`src/rtl/bfp_shift_calc.sv`:
```
// Block floating point shift calculator: ORs the sign-folded magnitudes of every
// I/Q sample in a block and reports the safe left shift and block length.
module bfp_shift_calc #(
  parameter int IW = 40,
  parameter int OW = 16
) (
  input  logic          clk,
  input  logic          rst,
  input  logic          i_vld,
  input  logic          i_sop,
  input  logic          i_eop,
  input  logic [IW-1:0] i_din_re,
  input  logic [IW-1:0] i_din_im,
  output logic [4:0]    o_shift_num,
  output logic          o_shift_vld,
  output logic [11:0]   o_blk_len,
  output logic          o_err
);

  localparam int AW        = IW - 1;
  localparam int MAX_SHIFT = IW - OW;
  localparam int LZW       = $clog2(IW) + 1;
  localparam logic [LZW-1:0] MAX_LZ  = LZW'(MAX_SHIFT);
  localparam logic [11:0]    CNT_MAX = 12'hFFF;

  localparam logic [0:0] IDLE = 1'b0;
  localparam logic [0:0] ACC  = 1'b1;

  // Stage A: sign fold, so redundant sign bits become leading zeros.
  logic [AW-1:0] a_re, a_im;
  logic          a_vld, a_sop, a_eop;

  // NOTE: data registers are reset too, so no X ever reaches the OR accumulator.
  always_ff @(posedge clk) begin
    if (rst) begin
      a_re  <= '0;
      a_im  <= '0;
      a_vld <= 1'b0;
      a_sop <= 1'b0;
      a_eop <= 1'b0;
    end else begin
      a_re  <= i_din_re[IW-2:0] ^ {AW{i_din_re[IW-1]}};
      a_im  <= i_din_im[IW-2:0] ^ {AW{i_din_im[IW-1]}};
      a_vld <= i_vld;
      a_sop <= i_vld & i_sop;
      a_eop <= i_vld & i_eop;
    end
  end

  // Stage B: block state machine, accumulator and snapshot.
  logic [0:0]    state;
  logic [AW-1:0] acc, snap;
  logic [11:0]   cnt, snap_cnt;
  logic          snap_vld;
  logic [AW-1:0] a_mag;
  logic [11:0]   cnt_inc;

  assign a_mag   = a_re | a_im;
  assign cnt_inc = (cnt == CNT_MAX) ? cnt : cnt + 12'd1;

  // NOTE: every state register uses <=, so all reads in this block see the
  // previous-cycle value regardless of statement order.
  always_ff @(posedge clk) begin
    if (rst) begin
      state    <= IDLE;
      acc      <= '0;
      cnt      <= '0;
      snap     <= '0;
      snap_cnt <= '0;
      snap_vld <= 1'b0;
      o_err    <= 1'b0;
    end else begin
      snap_vld <= 1'b0;
      o_err    <= 1'b0;
      if (a_vld) begin
        if (a_sop) begin
          // A sop inside an open block drops that block and restarts here.
          o_err <= (state == ACC);
          acc   <= a_mag;
          cnt   <= 12'd1;
          if (a_eop) begin
            snap     <= a_mag;
            snap_cnt <= 12'd1;
            snap_vld <= 1'b1;
            state    <= IDLE;
          end else begin
            state <= ACC;
          end
        end else if (state == ACC) begin
          acc <= acc | a_mag;
          cnt <= cnt_inc;
          if (a_eop) begin
            snap     <= acc | a_mag;
            snap_cnt <= cnt_inc;
            snap_vld <= 1'b1;
            state    <= IDLE;
          end
        end else if (a_eop) begin
          o_err <= 1'b1;
        end
      end
    end
  end

  // Stage C: leading-zero count of the snapshot, clamped to the shift range.
  function automatic logic [LZW-1:0] lead_zeros(input logic [AW-1:0] v);
    lead_zeros = LZW'(AW);
    for (int i = 0; i < AW; i++) begin
      if (v[i]) lead_zeros = LZW'(AW - 1 - i);
    end
  endfunction

  logic [LZW-1:0] lz;
  logic [4:0]     shift_c;

  assign lz      = lead_zeros(snap);
  assign shift_c = (lz > MAX_LZ) ? 5'(MAX_SHIFT) : 5'(lz);

  always_ff @(posedge clk) begin
    if (rst) begin
      o_shift_num <= '0;
      o_blk_len   <= '0;
      o_shift_vld <= 1'b0;
    end else begin
      o_shift_vld <= snap_vld;
      if (snap_vld) begin
        o_shift_num <= shift_c;
        o_blk_len   <= snap_cnt;
      end
    end
  end

endmodule

```
`config.mk`:
```
export PLATFORM = sky130hd
export DESIGN_NAME = bfp_shift_calc
export DESIGN_NICKNAME = d
export VERILOG_FILES = /design/src/rtl/bfp_shift_calc.sv
export SDC_FILE = /design/constraint.sdc
export NUM_CORES = 1
export LEC_CHECK = 0
export CORE_AREA = 10 10 161 133
export CTS_CLUSTER_SIZE = 24
export DETAILED_ROUTE_END_ITERATION = 8
export DIE_AREA = 0 0 171 143
export DONT_BUFFER_PORTS = 1
export PLACE_DENSITY = 0.6
export SYNTH_ARGS = -nofsm -noshare
export SYNTH_HDL_FRONTEND = slang
export SYNTH_SLANG_ARGS = --single-unit
```
`constraint.sdc`:
```
create_clock -name clk -period 2.3 [get_ports clk]
set_input_delay 0.46 -clock clk [delete_from_list [all_inputs] [get_ports clk]]
set_output_delay 0.46 -clock clk [all_outputs]
set_load 0.005 [all_outputs]
```
==> results.json <==
{
  "switching_share": 0.215,
  "finalMaxSlewViolations": 0,
  "top_usage_layer": "met2",
  "yosys-top-cells-area": "dfxtp_1 (51%), a211oi_1 (11%), nor2_1 (9.1%), xnor2_1 (8.6%), a21oi_1 (2.2%)",
  "cts.htree.levels": 1,
  "grt_pass1_wl_mm": 28.0,
  "combPwrFrac": 0.050,
  "final_area_mm2": 0.00881,
  "worstPathRequired_ns": 2.69,
  "setup_violations": 0,
  "antenna_found_initial": 0,
  "drive_gt1_frac": 0.0611,
  "routed_wl_mm": 16.8,
  "ys_types": 57,
  "cts_resized": 0,
  "powerDensity_mw_per_mm2": 814,
  "r2r_start": "snap[31]$_SDFFE_PP0P_",
  "num_antenna_cells": 0,
  "drcViolationCount": 0,
  "reg2reg_depth": 6,
  "drv_cap": 0,
  "critPathBufInv": 0,
  "hpwl_mm": 11.1,
  "critPathMaxFanout": 5,
  "fmax_mhz": 525,
  "p_leak_nw": 2.98,
  "synth_edf_count": 0,
  "nNetsFinal": 941,
  "syn_to_final_growth_pct": 9.09,
  "min_to": "o_blk_len[1]$_SDFFE_PP0P_",
  "placed_area_mm2": 0.00819,
  "critPathLaunchType": "register",
  "clock_latency_ns": 0.50,
  "synth_top_area_share": 0.506,
  "grt.met2_usage": 0.207,
  "grt_use_total": 0.135,
  "start_util": 0.447,
  "nFillCells": 1732,
  "synth.largest_area_cell": "dfxtp_1",
  "rrSetupSlack_ns": 0.40,
  "timing_worst_slew_pin_value_ns": 0.775,
  "path_cells": "nor4_1 -> nand3_1 -> nor2_1 -> nand3_1 -> o31ai_1 -> a21oi_1",
  "fin_crit_ns": 1.90,
  "setup_tns_ns": 0,
  "drtIter0Drc": 322,
  "cts_root_buf": "clkbuf_16",
  "use_met1": 0.187,
  "fin_total_pwr_mw": 7.18,
  "fp.dieW_um": 171,
  "p_sw_mw": 1.54,
  "slowest_stage": "nor4_1",
  "cts_tree": "done",
  "io_buffer_count": 0,
  "r2r-end": "o_shift_num[0]$_SDFFE_PP0P_",
  "yosysSeqAreaShare": 0.506,
  "yosysWarnings": 0,
  "worstPathArrival_ns": 2.29,
  "seqPwrFrac": 0.519,
  "core-area_mm2": 0.0181,
  "synth_area_mm2": 0.00808,
  "irDropWorstVdd_mv": 0.566,
  "layout_common_cells": "dfxtp_1 (204), nor2_1 (196), a211oi_1 (120)",
  "numCtsBuffers": 21,
  "cp_common_cell": "nand3_1",
  "path_depth": 6,
  "min_path_type": "input pin to register",
  "hold_viol": 0,
  "cts.sinks": 204,
  "ctsHoldBuffers": 0,
  "hold_depth": 1,
  "multi_input_area_mm2": 0.00367,
  "die-area_mm2": 0.0245,
  "grt_setup_unrepaired": "false",
  "ys_ff_latch": 204,
  "die_y_um": 143,
  "regArea_mm2": 0.00408,
  "first_global_vias": 5577,
  "via_per_inst": 5.24,
  "crit_start": "snap[31]$_SDFFE_PP0P_",
  "rows": 44,
  "critPathKind": "register to register",
  "finClkSkew_ns": 0.0179,
  "endpoint_kind": "register",
  "syn_inst": 888,
  "drt_pre_antenna_iters": 4,
  "cts_buffer_depth": 3,
  "io_pins": 104,
  "crit_family": "simple AND/OR/NAND/NOR gates",
  "synthesis.nets": 974,
  "max_stage_delay_ns": 0.53,
  "synth.avg_cell_area_um2": 9.10,
  "timing.final.crit_share": 0.828,
  "post-cts-setup-buffers": 0,
  "outcome": "completed",
  "ys.flop_type": "dfxtp_1",
  "gr-usage-met3": 0.0344,
  "p_int_mw": 5.64,
  "grt_remaining_overflow": 0,
  "ant_nets": 0,
  "gp_congestion": 0.911,
  "final_common_cell": "dfxtp_1",
  "clkPwrFrac": 0.431,
  "grt_max_degree": 203,
  "min_from": "rst",
  "drt-wirelength-per-cell_um": 15.3,
  "async_flop_share": 0,
  "vias": 5748,
  "slew_headroom": 0.478,
  "path_clk_slew_ns": 0.06
}
power groups by stage:
| stage | sequential, mW | clock (mW) | combinational [mW] |
|---|---|---|---|
| 3_3_place_gp | 3.80 | 0 | 0.365 |
| 3_5_place_dp | 3.80 | 0 | 0.365 |
| 2_1_floorplan | 3.78 | 0 | 0.379 |
| 6_report | 3.72 | 3.10 | 0.360 |
| 4_1_cts | 3.72 | 3.18 | 0.367 |
| 5_1_grt | 3.73 | 3.31 | 0.410 |
area by class of cell:
class	count	area share
flip-flops and latches	204	0.463
multi-input cells	604	0.417
clock inverters	6	0.00440
repair buffers	8	0.00965
clock buffers	29	0.0664
inverters	16	0.00682
well taps	230	0.0327
how the worst max path moves through the flow:
| stage | to |
|---|---|
| floorplan | snap_cnt[10]$_SDFFE_PP0P_ |
| global placement | o_shift_num[0]$_SDFFE_PP0P_ |
| detailed placement | o_shift_num[0]$_SDFFE_PP0P_ |
| CTS | o_shift_num[0]$_SDFFE_PP0P_ |
| global route | o_shift_num[0]$_SDFFE_PP0P_ |
| finish | o_shift_num[0]$_SDFFE_PP0P_ |
cell usage after synthesis (all sizes together), types with 4 or more instances:
cell	count
nor3b	4
a31oi	4
xnor2	79
dfxtp	204
nor4	13
inv	15
clkbuf	49
mux2i	14
buf	15
a211oi	122
o21ai	10
o31ai	5
or3	4
nand3	14
nor3	12
xor2	6
nor2b	4
nand2b	4
nand2	39
nor2	197
a21oi	38
sequential cells by signal (all words and copies together) (netlist names):
signal	flops
a_eop	1
a_im	39
a_re	39
a_sop	1
a_vld	1
acc	39
cnt	12
o_blk_len	12
o_err	1
o_shift_num	5
o_shift_vld	1
snap	39
snap_cnt	12
snap_vld	1
state	1
logic make-up after synthesis:
kind of cell / Yosys count / synth area share
xor gates and xnor gates: 85 / 0.0922
buffers and inverters: 80 / 0.0403
and+or+nand+nor: 301 / 0.163
adders and majority gates: 1 / 0.00155
DFF: 204 / 0.506
AOI/OAI and AO/OA: 203 / 0.180
muxes: 14 / 0.0173
through the flow:
stage / setup slack, ns / util / hold slack [ns] / std cells
6_report: 0.396 / 0.488 / 0.0620 / 1097
5_1_grt: 0.175 / 0.488 / 0.0368 / 1097
4_1_cts: 0.385 / 0.488 / 0.0368 / 1097
3_5_place_dp: 0.388 / 0.453 / 0.445 / 1062
3_3_place_gp: 0.386 / 0.453 / 0.440 / 1062
2_1_floorplan: 0.553 / - / 0.432 / 888
metal layers:
layer  part of all wire  wire length, um
met5                  0                0
met4              0.017              278
met3              0.058              981
met2               0.42             7120
met1               0.50             8440
Note: power is estimated with default switching activity, not from simulation.
